### config.mk
export PLATFORM = sky130hd
export DESIGN_NAME = pad_mux_ctrl
export DESIGN_NICKNAME = d
export VERILOG_FILES = /design/src/rtl/pad_mux_pkg.sv /design/src/rtl/pad_sync.sv /design/src/rtl/pad_mux_ctrl.sv
export SDC_FILE = /design/constraint.sdc
export NUM_CORES = 1
export LEC_CHECK = 0
export BUFFER_PORTS_ARGS = -buffer_cell sky130_fd_sc_hd__clkbuf_2
export CORE_MARGIN = 5
export CORE_UTILIZATION = 45
export CTS_BUF_LIST = sky130_fd_sc_hd__clkbuf_8
export DETAILED_ROUTE_END_ITERATION = 12
export HOLD_SLACK_MARGIN = 0.05
export PLACE_DENSITY = 0.87
export REMOVE_ABC_BUFFERS = 1
export SLEW_MARGIN = 15
export SYNTH_ARGS = -nofsm -noshare
export SYNTH_HDL_FRONTEND = slang
export SYNTH_SLANG_ARGS = --single-unit
### constraint.sdc
create_clock -name clk -period 4.7 [get_ports clk]
set_clock_uncertainty 0.05 [all_clocks]
set_input_delay 0.705 -clock clk [delete_from_list [all_inputs] [get_ports clk]]
set_output_delay 0.705 -clock clk [all_outputs]
set_load 0.01 [all_outputs]
### src/rtl/pad_mux_pkg.sv
// Shared types and width helpers for the pad multiplexing controller.
// Widths are derived from the default bank shape; instances override through parameters.
package pad_mux_pkg;

    typedef enum logic [1:0] {
        IDLE  = 2'd0,
        DRAIN = 2'd1,
        APPLY = 2'd2
    } state_e;

    localparam int PINS_DEF   = 8;
    localparam int FUNCS_DEF  = 4;
    localparam int SETTLE_DEF = 4;
    localparam int SYNC_DEF   = 2;

    // Index width that never collapses to zero bits for single-entry ranges.
    function automatic int width_of(input int n);
        return (n <= 1) ? 1 : $clog2(n);
    endfunction

    localparam int PIN_W  = width_of(PINS_DEF);
    localparam int FUNC_W = width_of(FUNCS_DEF);
    localparam int CNT_W  = width_of(SETTLE_DEF + 1);

endpackage

### src/rtl/pad_sync.sv
// Single-bit multi-flop synchroniser for an asynchronous pad input.
module pad_sync #(
    parameter int STAGES = 2
) (
    input  logic clk,
    input  logic reset,
    input  logic din,
    output logic dout
);

    logic [STAGES-1:0] ff_q;
    logic [STAGES-1:0] ff_d;

    // Shift the pad value one stage deeper each cycle.
    always_comb begin
        ff_d = {ff_q[STAGES-2:0], din};
    end

    // Synchroniser flops, cleared by the active-low synchronous reset.
    always_ff @(posedge clk) begin
        if (!reset) begin
            ff_q <= {STAGES{1'b0}};
        end else begin
            ff_q <= ff_d;
        end
    end

    assign dout = ff_q[STAGES-1];

endmodule

### src/rtl/pad_mux_ctrl.sv
// Pin-mux controller: per-pin owner select with a tristate-settle-apply hand-over,
// registered pad outputs and synchronised, owner-gated pad inputs.
module pad_mux_ctrl
    import pad_mux_pkg::*;
#(
    parameter int PINS        = PINS_DEF,
    parameter int FUNCS       = FUNCS_DEF,
    parameter int SETTLE      = SETTLE_DEF,
    parameter int SYNC_STAGES = SYNC_DEF
) (
    input  logic                            clk,
    input  logic                            reset,
    input  logic                            cfg_valid,
    output logic                            cfg_ready,
    input  logic [width_of(PINS)-1:0]       cfg_pin,
    input  logic [width_of(FUNCS)-1:0]      cfg_func,
    output logic                            cfg_err,
    output logic                            busy,
    output logic [PINS*width_of(FUNCS)-1:0] sel,
    input  logic [FUNCS*PINS-1:0]           func_out,
    input  logic [FUNCS*PINS-1:0]           func_oe,
    output logic [FUNCS*PINS-1:0]           func_in,
    output logic [PINS-1:0]                 pad_din,
    output logic [PINS-1:0]                 pad_oen,
    input  logic [PINS-1:0]                 pad_dout
);

    localparam int PW = width_of(PINS);
    localparam int FW = width_of(FUNCS);
    localparam int CW = width_of(SETTLE + 1);

    state_e                  state_q, state_d;
    logic [CW-1:0]           cnt_q, cnt_d;
    logic [PW-1:0]           pin_q, pin_d;
    logic [FW-1:0]           func_q, func_d;
    logic [PINS-1:0][FW-1:0] sel_q, sel_d;
    logic                    ready_q, ready_d;
    logic                    busy_q, busy_d;
    logic                    err_q, err_d;
    logic [PINS-1:0]         din_q, din_d;
    logic [PINS-1:0]         oen_q, oen_d;
    logic [PINS-1:0]         drain_cur_s, drain_nxt_s;
    logic [PINS-1:0]         mux_dout_s, mux_en_s;
    logic [PINS-1:0]         sync_s;
    logic                    idx_ok_s;

    assign idx_ok_s = (int'(cfg_pin) < PINS) && (int'(cfg_func) < FUNCS);

    // Next-state logic for the ownership hand-over sequence.
    always_comb begin
        state_d = state_q;
        cnt_d   = cnt_q;
        pin_d   = pin_q;
        func_d  = func_q;
        sel_d   = sel_q;
        err_d   = 1'b0;
        case (state_q)
            IDLE: begin
                if (cfg_valid) begin
                    if (!idx_ok_s) begin
                        err_d = 1'b1;
                    end else if (cfg_func != sel_q[cfg_pin]) begin
                        state_d = DRAIN;
                        cnt_d   = {CW{1'b0}};
                        pin_d   = cfg_pin;
                        func_d  = cfg_func;
                    end else begin
                        state_d = IDLE;
                    end
                end else begin
                    state_d = IDLE;
                end
            end
            DRAIN: begin
                if (cnt_q == CW'(SETTLE - 1)) begin
                    state_d       = APPLY;
                    sel_d[pin_q]  = func_q;
                end else begin
                    cnt_d = cnt_q + CW'(1);
                end
            end
            APPLY: begin
                state_d = IDLE;
            end
            default: begin
                state_d = IDLE;
            end
        endcase
        ready_d = (state_d == IDLE);
        busy_d  = (state_d != IDLE);
    end

    // Drain masks: current one gates inputs, next one gates the registered pad outputs.
    always_comb begin
        for (int i = 0; i < PINS; i++) begin
            drain_cur_s[i] = (state_q != IDLE) && (pin_q == PW'(i));
            drain_nxt_s[i] = (state_d != IDLE) && (pin_d == PW'(i));
        end
    end

    // Per-pin AND-OR output mux from the owning function, forced tristate while draining.
    always_comb begin
        mux_dout_s = {PINS{1'b0}};
        mux_en_s   = {PINS{1'b0}};
        for (int i = 0; i < PINS; i++) begin
            for (int f = 0; f < FUNCS; f++) begin
                mux_dout_s[i] = mux_dout_s[i] | ((sel_q[i] == FW'(f)) & func_out[f*PINS+i]);
                mux_en_s[i]   = mux_en_s[i]   | ((sel_q[i] == FW'(f)) & func_oe[f*PINS+i]);
            end
        end
        din_d = mux_dout_s & ~drain_nxt_s;
        oen_d = ~mux_en_s | drain_nxt_s;
    end

    // Route each synchronised pad input only to its current owner.
    always_comb begin
        func_in = {(FUNCS*PINS){1'b0}};
        for (int i = 0; i < PINS; i++) begin
            for (int f = 0; f < FUNCS; f++) begin
                func_in[f*PINS+i] = (sel_q[i] == FW'(f)) & ~drain_cur_s[i] & sync_s[i];
            end
        end
    end

    // FSM state, settle counter, select register file and handshake outputs.
    always_ff @(posedge clk) begin
        if (!reset) begin
            state_q <= IDLE;
            cnt_q   <= {CW{1'b0}};
            pin_q   <= {PW{1'b0}};
            func_q  <= {FW{1'b0}};
            sel_q   <= {(PINS*FW){1'b0}};
            ready_q <= 1'b1;
            busy_q  <= 1'b0;
            err_q   <= 1'b0;
        end else begin
            state_q <= state_d;
            cnt_q   <= cnt_d;
            pin_q   <= pin_d;
            func_q  <= func_d;
            sel_q   <= sel_d;
            ready_q <= ready_d;
            busy_q  <= busy_d;
            err_q   <= err_d;
        end
    end

    // Registered pad drive; reset leaves every pad tristate.
    always_ff @(posedge clk) begin
        if (!reset) begin
            din_q <= {PINS{1'b0}};
            oen_q <= {PINS{1'b1}};
        end else begin
            din_q <= din_d;
            oen_q <= oen_d;
        end
    end

    for (genvar g = 0; g < PINS; g++) begin : g_sync
        pad_sync #(
            .STAGES (SYNC_STAGES)
        ) u_sync (
            .clk   (clk),
            .reset (reset),
            .din   (pad_dout[g]),
            .dout  (sync_s[g])
        );
    end

    assign cfg_ready = ready_q;
    assign busy      = busy_q;
    assign cfg_err   = err_q;
    assign sel       = sel_q;
    assign pad_din   = din_q;
    assign pad_oen   = oen_q;

endmodule

==> out/metrics.cfg, run 1 <==
[yosys]
syn_area_sq_mm=0.00317
yosysWarnings=0
synthDominantCellAreaShare=0.379
synth.distinct_cells=38
synth_common_cells=dfxtp_1, nand2_1, mux2i_1, and2_1, mux4_2
postSynthCellCount=307
yosys_most_used_dff=dfxtp_1
synthArstFlopShare=0
synth_seq_cells=60
yosysMostFrequentCell=dfxtp_1
synth.area.top_cells=dfxtp_1, mux4_2, mux2i_1, and2_1, bufbuf_16
ys_seq_area_frac=0.379
synth-edff-count=0
yosysTopAreaCell=dfxtp_1
post_synth.cell_area_avg_sq_um=10.3

[timing]
worstMarginPinSlew_ns=0.943
hold_slack_ns=0.382
drv_slew=0
maxSlewHeadroom=0.372
rsz0062_at_grt=false
finalHoldViolCount=0
period_needed_ns=2.94
worst_slack_ns=1.76
fin_crit_sh=0.626
max_freq_mhz=340
setup_violations=0
tns_ns=0

[place]
hpwl_mm=6.78
routabilityCongestion=0.855
port_buffers=145
preCtsSetupSlack_ns=1.51

[drt]
drcViolationCount=0
firstDrtPassIters=4
finalWirelength_mm=8.66
avgRoutedWirePerCell_um=16.2
drt_iter0_drc=122
vias=2808
vias_per_cell=5.25
final_antenna_net_count=0

[floorplan]
ios=147
start_util=0.464
core-area_sq_mm=0.00683
die_y_um=93.9
die_w_um=93.9
die_area_sq_mm=0.00882
num_rows=30

[power_and_ir_drop]
p_leak_nw=1.85
pwr-share-comb=0.128
power_density_mw_per_mm2=275
p_sw_frac=0.250
p_int_mw=0.811
clockPowerShare=0.367
ir_drop_mv=0.161
seqPwrFrac=0.505
switching_power_mw=0.270

[critical_path]
r2r-end=pad_oen[3]
reg2regPathDepth=6
reg2reg_slack_ns=1.97
cp.arrival_ns=2.19
worstSetupPathType=flop to output port
startpoint_type=flop
crit_required_ns=3.94
end_kind=output port
rr_startpoint=sel[2]
crit_path_max_fanout=13

[cts]
postCtsSetupRepairBufs=0
clk_latency_ns=0.34
clock_sinks=60
hold_buffers=0
htree_levels=3
clockRootBuffer=clkbuf_8
tritoncts=done
cts_resized=0
clk_pin_slew_worst_paths_ns=0.06
clock_path_buffers=2
numCtsBuffers=9

[cells_and_area]
multi_input_area_sq_mm=0.00168
syn_to_final_growth_pct=24.1
seqCellArea_sq_mm=0.00120
nets=517
nFillCells=640
n_antenna_cell=0
drive_above_1_share=0.415

[min_path]
hp-class=flop to flop
whs_path_depth=1
hp-start=g_sync[1].u_sync.ff_q[0]
hold_end=g_sync[1].u_sync.ff_q[1]

[global_routing]
grt_pass1_wl_mm=13.5
grt_pass1_vias=2806
grtUsageTotal=0.199
antenna_found_initial=0
grt_max_degree=60
grt_overflow_total=0

[outcome]
status=finished clean

[run]
maxCapViolations=0

power groups by stage:
stage / clock network, mW / logic (mW) / registers (mW)
detailed placement: 0 / 0.139 / 0.556
CTS: 0.405 / 0.140 / 0.545
global placement: 0 / 0.134 / 0.556
floorplan: 0 / 0.0646 / 0.556
global route: 0.432 / 0.151 / 0.547
finish: 0.397 / 0.138 / 0.546
cells by family (layout without fill, tap and decap cells):
kind of cell               Yosys count  after routing  synth area share
muxes                               41             41             0.204
xor gates and xnor gates             2              2           0.00553
AOI/OAI and AO/OA                   49             49             0.121
buffers and inverters               39            171            0.0923
DFF                                 60             60             0.379
adders and majority gates            2              2           0.00789
other                                1              1           0.00118
and+or+nand+nor                    113            113             0.190
stage by stage:
stage	power (mW)	cells	cell area [sq um]	util
floorplan	0.621	279	2920	-
global placement	0.690	520	3760	0.551
detailed placement	0.695	520	3760	0.551
CTS	1.09	535	3930	0.576
global route	1.13	535	3930	0.576
finish	1.08	535	3930	0.576
how the worst max path moves through the flow:
stage / startpoint / to / slack, ns / cells past startpoint
6_report: pin_q[2] / func_in[30] / 1.76 / 5
4_1_cts: pin_q[2] / func_in[30] / 1.72 / 5
2_1_floorplan: cfg_pin[0] / pad_din[2] / 2.08 / 6
3_3_place_gp: cfg_pin[0] / pad_oen[1] / 1.66 / 7
3_5_place_dp: cfg_pin[0] / pad_oen[3] / 1.51 / 7
5_1_grt: pin_q[2] / func_in[30] / 1.59 / 5
layout make-up:
type                    count  share of cell area
clock buffers              11              0.0385
multi-input cells         208               0.426
well taps                  96              0.0305
inverters                  11              0.0105
flip-flops and latches     60               0.305
repair buffers            145               0.184
clock inverters             4             0.00445
worst max-delay path, stage by stage (launching register included):
cell and delay [ns]:
dfxtp_1 0.61, o21ai_0 0.40, o21ai_0 0.47, inv_1 0.07
and3_1 0.18, clkbuf_2 0.12
layer usage:
metal,GRT usage,vias up,routed length [um]
met4,0.0650,0,151
met5,0,-,0
met2,0.332,145,4160
li1,-,1336,-
met1,0.233,1313,3430
met3,0.0793,14,916
registers in the layout, indices dropped and copies added, names as in the netlist:
register / count
g_sync.u_sync.ff_q: 16
sel: 16
pad_din: 8
pad_oen: 8
cnt_q: 3
pin_q: 3
func_q: 2
state_q: 2
busy: 1
cfg_ready: 1
placed cells by master, fill, tap and decap left out, drive strengths merged, types with 2 or more instances in the layout:
master and n:
o21a 6, o211ai 8, nor3 13, nand2 22
and2 20, mux2 2, xor2 2, clkinv 2
o211a 8, a21oi 2, a21boi 8, nor3b 10
ha 2, inv 13, mux2i 21, o31ai 2
nor2b 12, dfxtp 60, clkbuf 156, or3 2
o21ai 11, nand2b 4, mux4 18, nor2 17
nand3 3, a31oi 2, and3 8
(Power assumes the default switching activity.)
==> run 2: changes to the inputs <==
--- a/config.mk
+++ b/config.mk
@@ -5,13 +5,14 @@
 export SDC_FILE = /design/constraint.sdc
 export NUM_CORES = 1
 export LEC_CHECK = 0
+export ABC_AREA = 1
 export BUFFER_PORTS_ARGS = -buffer_cell sky130_fd_sc_hd__clkbuf_2
 export CORE_MARGIN = 5
-export CORE_UTILIZATION = 45
+export CORE_UTILIZATION = 44
 export CTS_BUF_LIST = sky130_fd_sc_hd__clkbuf_8
 export DETAILED_ROUTE_END_ITERATION = 12
 export HOLD_SLACK_MARGIN = 0.05
-export PLACE_DENSITY = 0.87
+export PLACE_DENSITY = 0.88
 export REMOVE_ABC_BUFFERS = 1
 export SLEW_MARGIN = 15
 export SYNTH_ARGS = -nofsm -noshare
==> constraint.sdc (replaced) <==
create_clock -name clk -period 2.48 [get_ports clk]
set_clock_uncertainty 0.05 [all_clocks]
set_input_delay 0.372 -clock clk [delete_from_list [all_inputs] [get_ports clk]]
set_output_delay 0.372 -clock clk [all_outputs]
set_load 0.01 [all_outputs]
==> run 2 against run 1 <==
Against the previous run:
- cell area grew 4.0%
- power grew 100%
- non-clock buffer count grew 6
- die area grew 0.59%
- count of clock-buffer cells in the layout is the same
- global-route usage grew 1.2 points
==> out/metrics.cfg, run 2 <==
[cts]
tritoncts=done
hold_buffers=0  ; unchanged
clock_path_buffers=2  ; unchanged
htree_levels=3  ; unchanged
numCtsBuffers=9  ; unchanged
postCtsSetupRepairBufs=0  ; unchanged
clockRootBuffer=clkbuf_8
clk_pin_slew_worst_paths_ns=0.06  ; about the same
clock_sinks=60  ; unchanged
cts_resized=0  ; unchanged
clk_latency_ns=0.34  ; about the same

[floorplan]
die_w_um=94.2  ; +0.29%
num_rows=30  ; unchanged
die_area_sq_mm=0.00888  ; +0.59%
start_util=0.457  ; -0.00733
ios=147  ; unchanged
core-area_sq_mm=0.00683  ; unchanged
die_y_um=94.2  ; +0.29%

[place]
place_area_sq_mm=0.00392  ; +4.0%
hpwl_mm=7.45  ; +9.9%
port_buffers=145  ; unchanged
routabilityCongestion=0.908  ; +6.2%

[cells_and_area]
seqCellArea_sq_mm=0.00120  ; unchanged
final_common_cell=clkbuf_2
nets=689  ; +33%
drive_above_1_share=0.306  ; -0.109
n_antenna_cell=0  ; unchanged
final_cell_mix=clkbuf_2, nand2_1, inv_1, dfxtp_1, nand3_1
nFillCells=664  ; +3.8%
final_util=0.599  ; +0.0233
syn_to_final_growth_pct=31.2
multi_input_area_sq_mm=0.00159  ; -5.0%
postLayoutCellArea_sq_mm=0.00409  ; +4.0%

[critical_path]
end_kind=output port
crit_path_max_fanout=11  ; -2
cpPeakStageDelay_ns=0.53  ; -0.08 ns
worstSetupPathType=flop to output port
cp_slowest_cell=dfxtp_1
reg2reg_slack_ns=0.59  ; -1.38 ns
r2r-end=pad_din[4]
cp.arrival_ns=1.85  ; -0.34 ns
startpoint_type=flop
reg2regPathDepth=13  ; +7
crit_required_ns=2.06  ; -1.88 ns
crit_chain=inv_1 -> nor3_1 -> nand2_1 -> nand2_1 -> nor3_1 -> clkbuf_2
rr_startpoint=sel[11]

[global_routing]
grtUsageTotal=0.211  ; +0.0123
grt_pass1_vias=3323  ; +18%
antenna_found_initial=0  ; unchanged
grt_pass1_wl_mm=14.9  ; +10%
grt_overflow_total=0  ; unchanged
grt_max_degree=43  ; -28%

[timing]
setup_violations=0  ; unchanged
finalHoldViolCount=0  ; unchanged
drv_slew=0  ; unchanged
period_needed_ns=2.27
tns_ns=0  ; unchanged
max_freq_mhz=440
rsz0062_at_grt=false
maxSlewHeadroom=0.575  ; +0.203
fin_crit_sh=0.917
worstMarginPinSlew_ns=0.631  ; -0.311 ns

[power_and_ir_drop]
ir_drop_mv=0.345  ; +110%
power_density_mw_per_mm2=531  ; +93%
total_power_mw=2.17  ; +100%
p_leak_nw=2.09  ; +13%

[outcome]
status=finished clean

[run]
maxCapViolations=0  ; unchanged

[yosys]
yosys_most_used_dff=dfxtp_1
syn_area_sq_mm=0.00312  ; -1.6%
synthDominantCellAreaShare=0.385  ; +0.00608
synth_seq_cells=60  ; unchanged
yosysTopAreaCell=dfxtp_1
synth.area.top_cells=dfxtp_1, nand2_1, nand3_1, inv_1, nor2_1
postSynthCellCount=464  ; +51%
ys_seq_area_frac=0.385  ; +0.00608
yosysMostFrequentCell=nand2_1
synth_common_cells=nand2_1, dfxtp_1, inv_1, nand3_1, nor2_1
post_synth.cell_area_avg_sq_um=6.73  ; -35%
synth-edff-count=0  ; unchanged
synth.distinct_cells=30  ; -21%
yosysWarnings=0  ; unchanged
synthArstFlopShare=0  ; unchanged

[min_path]
whs_path_depth=3  ; +2
hp-start=pad_dout[5]
hp-class=input port to flop
hold_end=g_sync[5].u_sync.ff_q[0]

[drt]
avgRoutedWirePerCell_um=13.4  ; -17%
firstDrtPassIters=5  ; +1
drt_iter0_drc=208  ; +70%
finalWirelength_mm=9.47  ; +9.4%
final_antenna_net_count=0  ; unchanged
vias=3552  ; +26%
drcViolationCount=0  ; unchanged
vias_per_cell=5.02  ; -4.3%

-- run 2: cell types whose count changed in the layout (fill, tap and decap cells not counted), sizes merged, moves of 18 or more --
cell	previous run	this run
and2	20	0
nand2	22	115
inv	13	64
nor2	17	47
mux4	18	0
nand3	3	56
o21ai	11	29
mux2i	21	0
-- run 2: through the flow --
stage | cells | setup slack [ns] | hold slack (ns)
floorplan | 445 | 0.779 | 0.340
global placement | 692 | 0.513 | 0.346
detailed placement | 692 | 0.461 | 0.353
CTS | 707 | 0.0884 | 0.159
global route | 707 | 0.0817 | 0.173
finish | 707 | 0.206 | 0.167
-- run 2: kinds of logic (layout without fill, tap and decap cells) --
group	Yosys count	in the layout	share of synthesized area
simple gates	258	258	0.384
buf+inv	82	229	0.107
compound gates	61	61	0.115
flops	60	60	0.385
fa+ha+maj	2	2	0.00802
other cells	1	1	0.00120
-- run 2: final cells by class --
type,count,share of cell area
clock buffers,11,0.0370
multi-input cells,322,0.389
clock inverters,4,0.00428
flip-flops and latches,60,0.293
inverters,63,0.0584
repair buffers,151,0.188
well taps,96,0.0293
-- run 2: how the worst max path moves through the flow --
stage               start     endpoint  cells after the start
6_report         pin_q[1]  func_in[19]                      6
5_1_grt          pin_q[1]   func_in[7]                      4
4_1_cts          pin_q[0]   func_in[9]                      4
3_5_place_dp     pin_q[0]   func_in[9]                      4
3_3_place_gp   cfg_pin[0]   pad_din[3]                     14
2_1_floorplan    pin_q[0]  func_in[13]                      3
-- run 2: layer usage --
layer | part of all wire | vias up | track usage
met5 | 0 | - | 0
met4 | 0.013 | 0 | 0.0830
met3 | 0.091 | 14 | 0.0449
met2 | 0.50 | 146 | 0.376
met1 | 0.40 | 1585 | 0.245
li1 | - | 1807 | -
-- run 2: power by group --
group	leakage, nW	internal, mW	total [mW]	switching, mW
Sequential	0.494	1.01	1.05	0.0337
Combinational	1.50	0.143	0.364	0.221
Clock	0.0976	0.401	0.762	0.362
-- run 2: worst max-delay path, delay by kind of cell (launching register included) --
family	cells	cell delay [ns]
and+or+nand+nor	4	0.67
DFF	1	0.53
buffers and inverters	2	0.31
==> run 3: changes to the inputs <==
--- a/config.mk
+++ b/config.mk
@@ -7,12 +7,12 @@
 export LEC_CHECK = 0
 export ABC_AREA = 1
 export BUFFER_PORTS_ARGS = -buffer_cell sky130_fd_sc_hd__clkbuf_2
-export CORE_MARGIN = 5
-export CORE_UTILIZATION = 44
+export CORE_MARGIN = 10
+export CORE_UTILIZATION = 45
 export CTS_BUF_LIST = sky130_fd_sc_hd__clkbuf_8
 export DETAILED_ROUTE_END_ITERATION = 12
 export HOLD_SLACK_MARGIN = 0.05
-export PLACE_DENSITY = 0.88
+export PLACE_DENSITY = 0.87
 export REMOVE_ABC_BUFFERS = 1
 export SLEW_MARGIN = 15
 export SYNTH_ARGS = -nofsm -noshare
==> constraint.sdc (replaced) <==
create_clock -name clk -period 3 [get_ports clk]
set_clock_uncertainty 0.05 [all_clocks]
set_input_delay 0.45 -clock clk [delete_from_list [all_inputs] [get_ports clk]]
set_output_delay 0.45 -clock clk [all_outputs]
set_load 0.01 [all_outputs]
==> run 3 against run 2 <==
Against the previous run:
- core utilization down 0.075 points
- register-to-register slack better by 0.55 ns
- sequential share of layout area up 0.36 points
- flip-flop and latch count unchanged
- count of clock-buffer cells in the layout unchanged
- non-clock buffer count down 3
- critical path depth down 3
- global-route usage down 2.8 points
- combinational power down 19%
- power down 18%
- die area up 20%
- critical endpoint is now func_in[24]
==> out/metrics.cfg, run 3 (synthesis results as in run 2) <==
[power_and_ir_drop]
ir_drop_mv=0.349  ; +1.0%
power_density_mw_per_mm2=440  ; -17%
p_leak_nw=2.07  ; -0.70%

[timing]
tns_ns=0  ; unchanged
max_freq_mhz=397
drv_slew=0  ; unchanged
fin_crit_sh=0.839
maxSlewHeadroom=0.307  ; -0.267
rsz0062_at_grt=false
worst_slack_ns=0.484  ; +0.278 ns
worstMarginPinSlew_ns=1.03  ; +0.394 ns
setup_violations=0  ; unchanged
finalHoldViolCount=0  ; unchanged
hold_slack_ns=0.241  ; +0.0734 ns
period_needed_ns=2.52

[cts]
clock_path_buffers=2  ; unchanged
postCtsSetupRepairBufs=0  ; unchanged
numCtsBuffers=9  ; unchanged
clk_latency_ns=0.34  ; about the same
clock_sinks=60  ; unchanged
clk_pin_slew_worst_paths_ns=0.06  ; about the same
tritoncts=done
cts_resized=0  ; unchanged
htree_levels=3  ; unchanged
hold_buffers=0  ; unchanged
clockRootBuffer=clkbuf_8

[floorplan]
num_rows=30  ; unchanged
core-area_sq_mm=0.00676  ; -1.1%
ios=147  ; unchanged
die_w_um=103  ; +9.6%
die_y_um=103  ; +9.6%
die_area_sq_mm=0.0107  ; +20%
start_util=0.462  ; +0.00508

[cells_and_area]
n_antenna_cell=0  ; unchanged
final_cell_mix=clkbuf_2, nand2_1, inv_1, dfxtp_1, nand3_1
nets=686  ; -0.44%
nFillCells=617  ; -7.1%
syn_to_final_growth_pct=29.6
final_common_cell=clkbuf_2
drive_above_1_share=0.301  ; -0.00507

[global_routing]
grt_max_degree=43  ; unchanged
grt_pass1_wl_mm=15.5  ; +3.8%
grt_overflow_total=0  ; unchanged
antenna_found_initial=0  ; unchanged
grt_pass1_vias=3393  ; +2.1%
grtUsageTotal=0.184  ; -0.0275

[drt]
avgRoutedWirePerCell_um=14.6  ; +8.8%
final_antenna_net_count=0  ; unchanged
firstDrtPassIters=4  ; -1
drt_iter0_drc=177  ; -15%
vias_per_cell=5.06  ; +0.77%
drcViolationCount=0  ; unchanged
finalWirelength_mm=10.0  ; +5.9%
vias=3483  ; -1.9%

[run]
maxCapViolations=0  ; unchanged

[place]
port_buffers=145  ; unchanged
routabilityCongestion=0.940  ; +3.5%
hpwl_mm=8.13  ; +9.2%
preCtsSetupSlack_ns=0.877  ; +0.416 ns

[critical_path]
cp.arrival_ns=2.02  ; +0.17 ns
end_kind=output port
worstSetupPathType=flop to output port
reg2reg_slack_ns=1.14  ; +0.55 ns
reg2regPathDepth=12  ; -1
crit_required_ns=2.50  ; +0.44 ns
crit_path_max_fanout=11  ; unchanged
startpoint_type=flop

[min_path]
hp-class=input port to flop
whs_path_depth=3  ; unchanged

[outcome]
status=finished clean

[run 3: cell count changes in the layout (fill, tap and decap cells not counted)]
| cell | before | now |
|---|---|---|
| o41ai_1 | 4 | 5 |
| o41ai_2 | 1 | 0 |
| buf_4 | 6 | 3 |
[run 3: final cells by class]
cell class / instances / area, sq um / share of cell area
multi-input cells: 322 / 1590 / 0.392
flip-flops and latches: 60 / 1200 / 0.297
repair buffers: 148 / 748 / 0.185
inverters: 63 / 239 / 0.0591
clock buffers: 11 / 151 / 0.0374
well taps: 80 / 100 / 0.0248
clock inverters: 4 / 17.5 / 0.00433
[run 3: where the power goes]
part / switching (mW) / total (mW) / internal [mW]
logic: 0.178 / 0.294 / 0.115
clock network: 0.287 / 0.618 / 0.331
registers: 0.0281 / 0.866 / 0.837
total: 0.494 / 1.78 / 1.28
[run 3: per-stage QoR]
stage	utilization	cells	area, sq um	power (mW)
floorplan	-	445	3030	1.04
global placement	0.573	673	3870	1.17
detailed placement	0.573	673	3870	1.18
CTS	0.598	688	4040	1.80
global route	0.598	688	4040	1.86
finish	0.598	688	4040	1.78
[run 3: final timing paths]
check,to,startpoint
setup / recovery,func_in[24],pin_q[1]
setup reg to reg,pad_din[3],sel[3]
hold / removal,g_sync[3].u_sync.ff_q[0],pad_dout[3]
hold reg to reg,g_sync[5].u_sync.ff_q[1],g_sync[5].u_sync.ff_q[0]
[run 3: per-layer routing]
metal  global-route usage  part of all wire
met2                0.333              0.51
met1                0.187              0.38
met5                    0                 0
met4               0.0802             0.016
met3               0.0631             0.093
[run 3: worst max-delay path, cell delays in order, from the launching register on]
cell and delay [ns]:
dfxtp_1 0.41, o41ai_1 0.97, nor2_1 0.12, clkbuf_2 0.18
